### config.mk
export PLATFORM = sky130hd
export DESIGN_NAME = cep_uart_receiver
export DESIGN_NICKNAME = d
export VERILOG_FILES = /design/src/rtl/cep_uart_receiver.sv
export SDC_FILE = /design/constraint.sdc
export NUM_CORES = 1
export LEC_CHECK = 0
export ABC_AREA = 1
export CAP_MARGIN = 5
export CORE_UTILIZATION = 35
export DETAILED_ROUTE_END_ITERATION = 10
export SYNTH_ARGS = -nofsm -noshare
export SYNTH_HDL_FRONTEND = slang
export SYNTH_SLANG_ARGS = --single-unit
export TNS_END_PERCENT = 20
### constraint.sdc
create_clock -name clk -period 2.2 [get_ports clk]
set_input_delay 0.33 -clock clk [delete_from_list [all_inputs] [get_ports clk]]
set_output_delay 0.33 -clock clk [all_outputs]
set_load 0.02 [all_outputs]
### src/rtl/cep_uart_receiver.sv
// -----------------------------------------------------------------------------
// cep_uart_receiver
//
// 8N1 UART receiver for the CEP link. The serial line is synchronised, then
// oversampled at 16x the baud rate using a tick generator that is re-aligned
// to every start edge. The start bit is qualified at mid-bit, each data bit is
// sampled at mid-bit (LSB first), and the stop bit is checked at mid-bit.
//
// Parameters:
//   CLK_FREQ     system clock frequency in Hz
//   BAUD         line rate in bit/s (DIV = CLK_FREQ/(BAUD*16), must be >= 2)
//
// Ports:
//   clk          system clock, all logic on posedge
//   reset        synchronous active-high reset
//   serial_in    asynchronous serial line, idle high
//   data_out     last byte received with a valid stop bit
//   valid_out    one-cycle pulse, data_out updated this cycle
//   frame_error  one-cycle pulse, stop bit sampled low
//   busy         high while a frame is in progress
// -----------------------------------------------------------------------------
module cep_uart_receiver #(
  parameter int CLK_FREQ = 100_000_000,
  parameter int BAUD     = 9600
) (
  input  logic       clk,
  input  logic       reset,
  input  logic       serial_in,
  output logic [7:0] data_out,
  output logic       valid_out,
  output logic       frame_error,
  output logic       busy
);

  localparam int DIV = CLK_FREQ / (BAUD * 16);
  localparam int CW  = (DIV > 2) ? $clog2(DIV) : 1;
  localparam logic [CW-1:0] TICK_LAST = CW'(DIV - 1);

  typedef enum logic [1:0] {
    S_IDLE,
    S_START,
    S_DATA,
    S_STOP
  } state_e;

  state_e          state_q, state_d;
  logic            rx_meta_q, rx_s_q, rx_prev_q;
  logic [CW-1:0]   tick_cnt_q, tick_cnt_d;
  logic [3:0]      sample_cnt_q, sample_cnt_d;
  logic [2:0]      bit_cnt_q, bit_cnt_d;
  logic [7:0]      shift_q, shift_d;
  logic [7:0]      data_q, data_d;
  logic            valid_q, valid_d;
  logic            ferr_q, ferr_d;
  logic            tick;

  assign tick = (tick_cnt_q == TICK_LAST);

  // NOTE: sequential state uses non-blocking assignments only, so every flop
  // samples the values from before this edge regardless of statement order.
  always_ff @(posedge clk) begin
    if (reset) begin
      // Synchroniser resets to the idle line level so a reset never looks
      // like a start edge.
      rx_meta_q    <= 1'b1;
      rx_s_q       <= 1'b1;
      rx_prev_q    <= 1'b1;
      state_q      <= S_IDLE;
      tick_cnt_q   <= '0;
      sample_cnt_q <= '0;
      bit_cnt_q    <= '0;
      shift_q      <= '0;
      data_q       <= '0;
      valid_q      <= 1'b0;
      ferr_q       <= 1'b0;
    end else begin
      rx_meta_q    <= serial_in;
      rx_s_q       <= rx_meta_q;
      rx_prev_q    <= rx_s_q;
      state_q      <= state_d;
      tick_cnt_q   <= tick_cnt_d;
      sample_cnt_q <= sample_cnt_d;
      bit_cnt_q    <= bit_cnt_d;
      shift_q      <= shift_d;
      data_q       <= data_d;
      valid_q      <= valid_d;
      ferr_q       <= ferr_d;
    end
  end

  // NOTE: every signal driven here gets a default first; a path that leaves
  // one unassigned would infer a latch.
  always_comb begin
    state_d      = state_q;
    tick_cnt_d   = tick ? '0 : tick_cnt_q + CW'(1);
    sample_cnt_d = sample_cnt_q;
    bit_cnt_d    = bit_cnt_q;
    shift_d      = shift_q;
    data_d       = data_q;
    valid_d      = 1'b0;
    ferr_d       = 1'b0;

    unique case (state_q)
      S_IDLE: begin
        // Falling edge on the synchronised line: realign the tick phase to
        // the edge so mid-bit sampling is centred.
        if (rx_prev_q && !rx_s_q) begin
          tick_cnt_d   = '0;
          sample_cnt_d = '0;
          state_d      = S_START;
        end
      end

      S_START: begin
        if (tick) begin
          if (sample_cnt_q == 4'd7) begin
            // Mid start bit: a high line here was a glitch.
            if (!rx_s_q) begin
              sample_cnt_d = '0;
              bit_cnt_d    = '0;
              state_d      = S_DATA;
            end else begin
              state_d      = S_IDLE;
            end
          end else begin
            sample_cnt_d = sample_cnt_q + 4'd1;
          end
        end
      end

      S_DATA: begin
        if (tick) begin
          if (sample_cnt_q == 4'd15) begin
            // LSB arrives first, so shifting in from the MSB side leaves the
            // byte in natural order after eight bits.
            shift_d      = {rx_s_q, shift_q[7:1]};
            sample_cnt_d = '0;
            bit_cnt_d    = bit_cnt_q + 3'd1;
            if (bit_cnt_q == 3'd7) begin
              state_d = S_STOP;
            end
          end else begin
            sample_cnt_d = sample_cnt_q + 4'd1;
          end
        end
      end

      S_STOP: begin
        if (tick) begin
          if (sample_cnt_q == 4'd15) begin
            if (rx_s_q) begin
              data_d  = shift_q;
              valid_d = 1'b1;
            end else begin
              ferr_d  = 1'b1;
            end
            // Leaving at mid-stop lets a zero-gap next start edge be caught.
            state_d = S_IDLE;
          end else begin
            sample_cnt_d = sample_cnt_q + 4'd1;
          end
        end
      end

      default: state_d = S_IDLE;
    endcase
  end

  assign data_out    = data_q;
  assign valid_out   = valid_q;
  assign frame_error = ferr_q;
  assign busy        = (state_q != S_IDLE);

endmodule
==> results.md, run 1 <==
* Final nets at 255
* Max Freq at 545 MHz
* Inst Count DP at 307
* H-tree lvl count at 2
* Fin Setup TNS at 0 ps
* Commonest non-fill, non-tap cell in the layout: dfxtp_1
* Post-CTS setup buffer count at 0
* DP HPWL at roughly 2200 um
* Sink Count at 40
* Mapped Avg Cell Area at between 7 and 8 um2
* Non-filler cells, final at 314
* DR DRC count at 0
* Synth Warn # at 0
* Pleak at a little under 0.8 nW
* Flop and latch count out of synthesis at 40
* Worst Skew at 7.22 ps
* Wire per inst at about 10 um
* Clk pwr share at 0.369
* Max-Cap Viols at 0
* Ant. Diodes at 0
* Row cnt at 25
* Switching pwr at 0.000301 W
* Worst-Margin Slew at 495 ps
* CTS tree: built
* Post-route ant nets at 0
* Die Area at between 0.005 and 0.006 mm2
* Worst IR drop on VDD at 0.000365 V
* Clk root buf: clkbuf_8
* Crit end category: output pin
* CTS resizes at 0
* Area growth syn-to-layout at 16.9%
* Mapped Area at roughly 0.0017 mm2
* First-pass GRT wire length at roughly 5700 um
* Post-Synthesis Cells at 228
* Cell breakdown of the critical path: nor2_1 -> inv_1 -> clkdlybuf4s50_1
* IO Port Bufs at 13
* Critical path arrival at approximately 1500 ps
* Max incr delay on CP at approximately 600 ps
* Avg Vias per Cell at ~4.6
* Clk_lat worst skew at about 290 ps
* Pre-antenna DRT Iters at 4
* CTS buffer count at 5
* Part of the power in registers at 0.585
* Seq/Total Area, Yosys at 0.463
* Slowest-stage cell, CP: clkdlybuf4s50_1
* Period utilisation layout at 0.834
* Layout cells sized above 1 at 0.0769
* Initial Utilization at 0.366
* Vias in the first global route at 1311
* Syn_nets at approximately 240
* Initial antenna violation count at 0
* Pwr dens at ~630 mW/mm2
* DIE WIDTH at between 70 and 80 um
* Post-Route WL at 3160 um
* Max Buffers Root-to-Sink at 2
* GRT overflow at 0
* Worst-path fanout max at 7
* Fin. Hold Viols at 0
* Most frequent cells in the layout: dfxtp_1 (40), nor2_1 (34), inv_1 (31), nand2_1 (31), a21oi_1 (21)
* CTS clk-pin slew, worst paths at about 80 ps
* Largest net degree at the start of global routing at 23
* Routability Congestion at approximately 0.75
* Final min period at roughly 1800 ps
* CP top delay family: buffers and inverters
* Tot GR Track Use at 0.140
* # hold bufs at CTS at 0
* Final slew viol count at 0
* Hold Crit Class: flip-flop to flip-flop
* Switching Share at 0.237
* Final Setup Violations at 0
* Slew HR at 0.669
* Via count at 1434
* Hold_ws at around 420 ps
* IO Count at 14
* Run status: completed
* DR iter-0 viols at 63
* Internal Pwr Total at 0.000971 W
* Part of the power in combinational logic at 0.046
* Critical path startpoint category: flip-flop
* Die height at 72.3 um
* WP buf/inv at 2
* Critical path type: flip-flop to output pin
* Core Region at ~0.0047 mm2
* Critical path required time at 1870 ps
* Synth unique cells at 26
* RSZ-0062 raised after global routing: no
power groups by stage:
stage / registers [W] / logic [W] / clock network (W)
4_1_cts: 0.000745 / 0.0000597 / 0.000483
3_3_place_gp: 0.000762 / 0.0000592 / 0
6_report: 0.000745 / 0.0000585 / 0.000469
2_1_floorplan: 0.000760 / 0.0000416 / 0
3_5_place_dp: 0.000762 / 0.0000596 / 0
5_1_grt: 0.000747 / 0.0000685 / 0.000506
worst reg2reg max path, cell delays in order, from the launching register on:
cell	delay (ps)
dfxtp_1	420
inv_1	80
ha_1	190
nand2_1	50
nor2_1	50
nand3_1	260
nand3_1	380
nor3b_1	270
cells in the mapped netlist:
cell      count  share of area
nor3_2        2          0.012
a21oi_1      21          0.061
nor3_1        6          0.017
o21ai_1       3         0.0087
nand3_2       1         0.0058
and2_1        1         0.0036
clkbuf_1      2         0.0043
or2_4         1         0.0051
nand3_1      12          0.035
nand4_1       5          0.018
or2_2         2         0.0072
xnor2_1       1         0.0051
ha_1          5          0.036
nor3_4        1         0.0094
xor2_1        3          0.015
a21oi_2       2          0.010
nand2_1      31          0.067
nor4_1        1         0.0036
inv_2         1         0.0022
nor3b_1       1         0.0043
inv_1        31          0.067
dfxtp_1      40           0.46
a31oi_1       1         0.0036
o21ai_0      19          0.055
buf_6         1         0.0065
nor2_1       34          0.074
final cells by class:
cell class | instances | area [um2]
clock buffer | 5 | 68.8
sequential | 40 | 801
fill | 486 | 2700
clock inverter | 2 | 12.5
inverter | 32 | 120
tap | 67 | 83.8
multi-input combinational | 153 | 790
timing repair buffer | 15 | 145
through the flow:
step	worst slack, ps	utilization	power [W]	instance area (um2)
floorplan	629	-	0.000801	1730
global placement	464	0.411	0.000821	1940
detailed placement	407	0.411	0.000821	1940
CTS	364	0.428	0.00129	2020
global route	178	0.428	0.00132	2020
finish	365	0.428	0.00127	2020
cell families after synthesis:
| logic type | after synthesis | synth area share |
|---|---|---|
| and+or+nand+nor | 98 | 0.262 |
| buffers and inverters | 35 | 0.0803 |
| adders and majority gates | 5 | 0.0362 |
| DFF | 40 | 0.463 |
| xor gates and xnor gates | 4 | 0.0203 |
| AOI/OAI and AO/OA | 46 | 0.138 |
registers in the layout (all words and copies together) (netlist names), named ones only:
signal	cells
valid_out	1
data_out	8
shift_q	8
frame_error	1
state_q	1
rx_prev_q	1
rx_meta_q	1
sample_cnt_q	4
rx_s_q	1
tick_cnt_q	10
bit_cnt_q	3
final timing paths:
path / to / cells after the start / startpoint / slack (ps)
max: busy / 3 / state_q[0] / 370
min: rx_s_q / 1 / rx_meta_q / 420
max reg2reg: tick_cnt_q[2] / 7 / tick_cnt_q[0] / 420
min reg2reg: rx_s_q / 1 / rx_meta_q / 420
layer usage:
layer  vias to the layer above  part of all wire  GRT usage
met3                         7             0.046     0.0375
met4                         0             0.022     0.0719
li1                        775                 -          -
met1                       620              0.52      0.189
met2                        32              0.41      0.206
met5                         -                 0          0
Note: power is estimated with default switching activity, not from simulation.
==> inputs of run 2 (changes only) <==
==> constraint.sdc (replaced) <==
create_clock -name clk -period 1.7 [get_ports clk]
set_input_delay 0.255 -clock clk [delete_from_list [all_inputs] [get_ports clk]]
set_output_delay 0.255 -clock clk [all_outputs]
set_load 0.02 [all_outputs]
==> results.md, run 2 (synthesis gave the netlist of run 1 again) <==
* Layout cells sized above 1 at 0.150
* Hold Crit Class: flip-flop to flip-flop
* Final Util at 0.461
* Wire per inst at about 10 um
* Clk_lat worst skew at 290 ps
* H-tree lvl count at 2
* Post-Route WL at 3300 um
* Power Total at about 0.0017 W
* Largest net degree at the start of global routing at 15
* CTS buffer count at 5
* Setup crit end: data_out[0]
* Clk root buf: clkbuf_8
* IO Port Bufs at 13
* Fin. Hold Viols at 0
* Crit end category: flip-flop
* DR DRC count at 0
* Die Area at about 0.0052 mm2
* Pwr dens at 793 mW/mm2
* Non-filler cells, final at approximately 330
* Top reg by flops: tick_cnt_q
* DIE WIDTH at 72.3 um
* Inst Count DP at approximately 320
* DP HPWL at roughly 2400 um
* Final nets at roughly 270
* Slew HR at 0.719
* Crit path from: sample_cnt_q[1]
* Final slew viol count at 0
* Sink Count at 40
* Most frequent cells in the layout: dfxtp_1 (38), nor2_1 (32), inv_1 (31), nand2_1 (31), a21oi_1 (21)
* Avg Vias per Cell at about 4.5
* Initial Utilization at 0.366
* Largest register FFs at 10
* Worst-Margin Slew at about 420 ps
* Ant. Diodes at 0
* IO Count at 14
* Vias in the first global route at approximately 1300
* Core Region at roughly 0.0047 mm2
* R2r endpoint: data_out[0]
* # hold bufs at CTS at 0
* Post-route ant nets at 0
* CTS tree: built
* Run status: completed
* First-pass GRT wire length at ~5600 um
* Max Freq at about 640 MHz
* Commonest non-fill, non-tap cell in the layout: dfxtp_1
* Reg2Reg Depth at 8
* Area growth syn-to-layout at 25.8%
* Pre-antenna DRT Iters at 4
* Row cnt at 25
* DR iter-0 viols at 47
* Worst Skew at around 5.3 ps
* GRT overflow at 0
* Worst IR drop on VDD at 0.000441 V
* Reg2Reg Setup Slack at around 150 ps
* Max-Cap Viols at 0
* Critical path type: flip-flop to flip-flop
* Final min period at 1550 ps
* Hold_ws at slightly above 400 ps
* Critical path startpoint category: flip-flop
* Post-Layout Inst Area at 0.00218 mm2
* Routability Congestion at 0.777
* Max Buffers Root-to-Sink at 2
* CTS clk-pin slew, worst paths at 70 ps
* R2r startpoint: sample_cnt_q[1]
* Worst-path fanout max at 4
* Final Setup Violations at 0
* Die height at between 70 and 80 um
* Critical path required time at ~1900 ps
* Dpl cell area at roughly 0.0020 mm2
* Initial antenna violation count at 0
* Tot GR Track Use at 0.142
* Pleak at 0.877 nW
* Period utilisation layout at 0.914
* Fillers at 474
* Critical path arrival at between 1500 and 2000 ps
* Via count at 1472
==> run 2: cell types whose count changed in the layout (fill, tap and decap cells not counted), moves of 2 or more <==
cell / delta
nor2_1: -2
nand3_1: -2
buf_4: +11
dfxtp_2: +2
dfxtp_1: -2
clkbuf_8: +2
==> run 2: worst min path at each step <==
stage,startpoint,to,cells past startpoint
final,rx_meta_q,rx_s_q,1
after detailed placement,rx_meta_q,rx_s_q,1
after global placement,rx_meta_q,rx_s_q,1
after CTS,rx_meta_q,rx_s_q,1
after global routing,rx_meta_q,rx_s_q,1
after floorplan,reset,flip-flop,1
==> run 2: worst max-delay path, cell delays in order (launching register included) <==
cell     delay (ps)
dfxtp_1         390
ha_4            170
nand3_2          80
or2_4           270
nor3_4          220
buf_4           150
inv_1            40
nor2_1           80
nor2_1           50
==> run 2: per-layer routing <==
| layer | GRT usage | part of all wire |
|---|---|---|
| met1 | 0.180 | 0.51 |
| met2 | 0.211 | 0.44 |
| met3 | 0.0514 | 0.033 |
| met4 | 0.0784 | 0.021 |
| met5 | 0 | 0 |
==> run 2: repair_timing <==
item	in CTS	in global routing
pin swaps	0	2
gates resized for setup	2	11
buffers inserted	0	1
cloned	0	1
endpoints found under the setup margin	1	24
==> run 2: final cells by class <==
class / instances / area [um2] / share of cell area
tap: 67 / 83.8 / 0.0385
timing repair buffer: 28 / 243 / 0.112
multi-input combinational: 153 / 830 / 0.381
inverter: 32 / 120 / 0.0552
sequential: 40 / 803 / 0.369
clock buffer: 7 / 96.3 / 0.0443
==> run 2: metrics by stage <==
stage	setup WS (ps)	setup TNS, ps
after detailed placement	47.5	0
after global routing	-16.4	-53.6
after global placement	99.0	0
after CTS	5.71	0
after floorplan	129	0
final	147	0
==> run 2: power by group <==
part | switching (W) | internal [W] | leakage (nW)
clock | 0.000310 | 0.000361 | 0.0503
combinational | 0.0000533 | 0.0000380 | 0.502
sequential | 0.0000122 | 0.000952 | 0.325
==> inputs of run 3 (changes only) <==
--- a/config.mk
+++ b/config.mk
@@ -6,6 +6,7 @@
 export NUM_CORES = 1
 export LEC_CHECK = 0
 export ABC_AREA = 1
+export ABC_CLOCK_PERIOD_IN_PS = 1700
 export CAP_MARGIN = 5
 export CORE_UTILIZATION = 35
 export DETAILED_ROUTE_END_ITERATION = 10
==> results of run 3 <==
No change in the layout: final DEF, timing and power equal those of run 2.
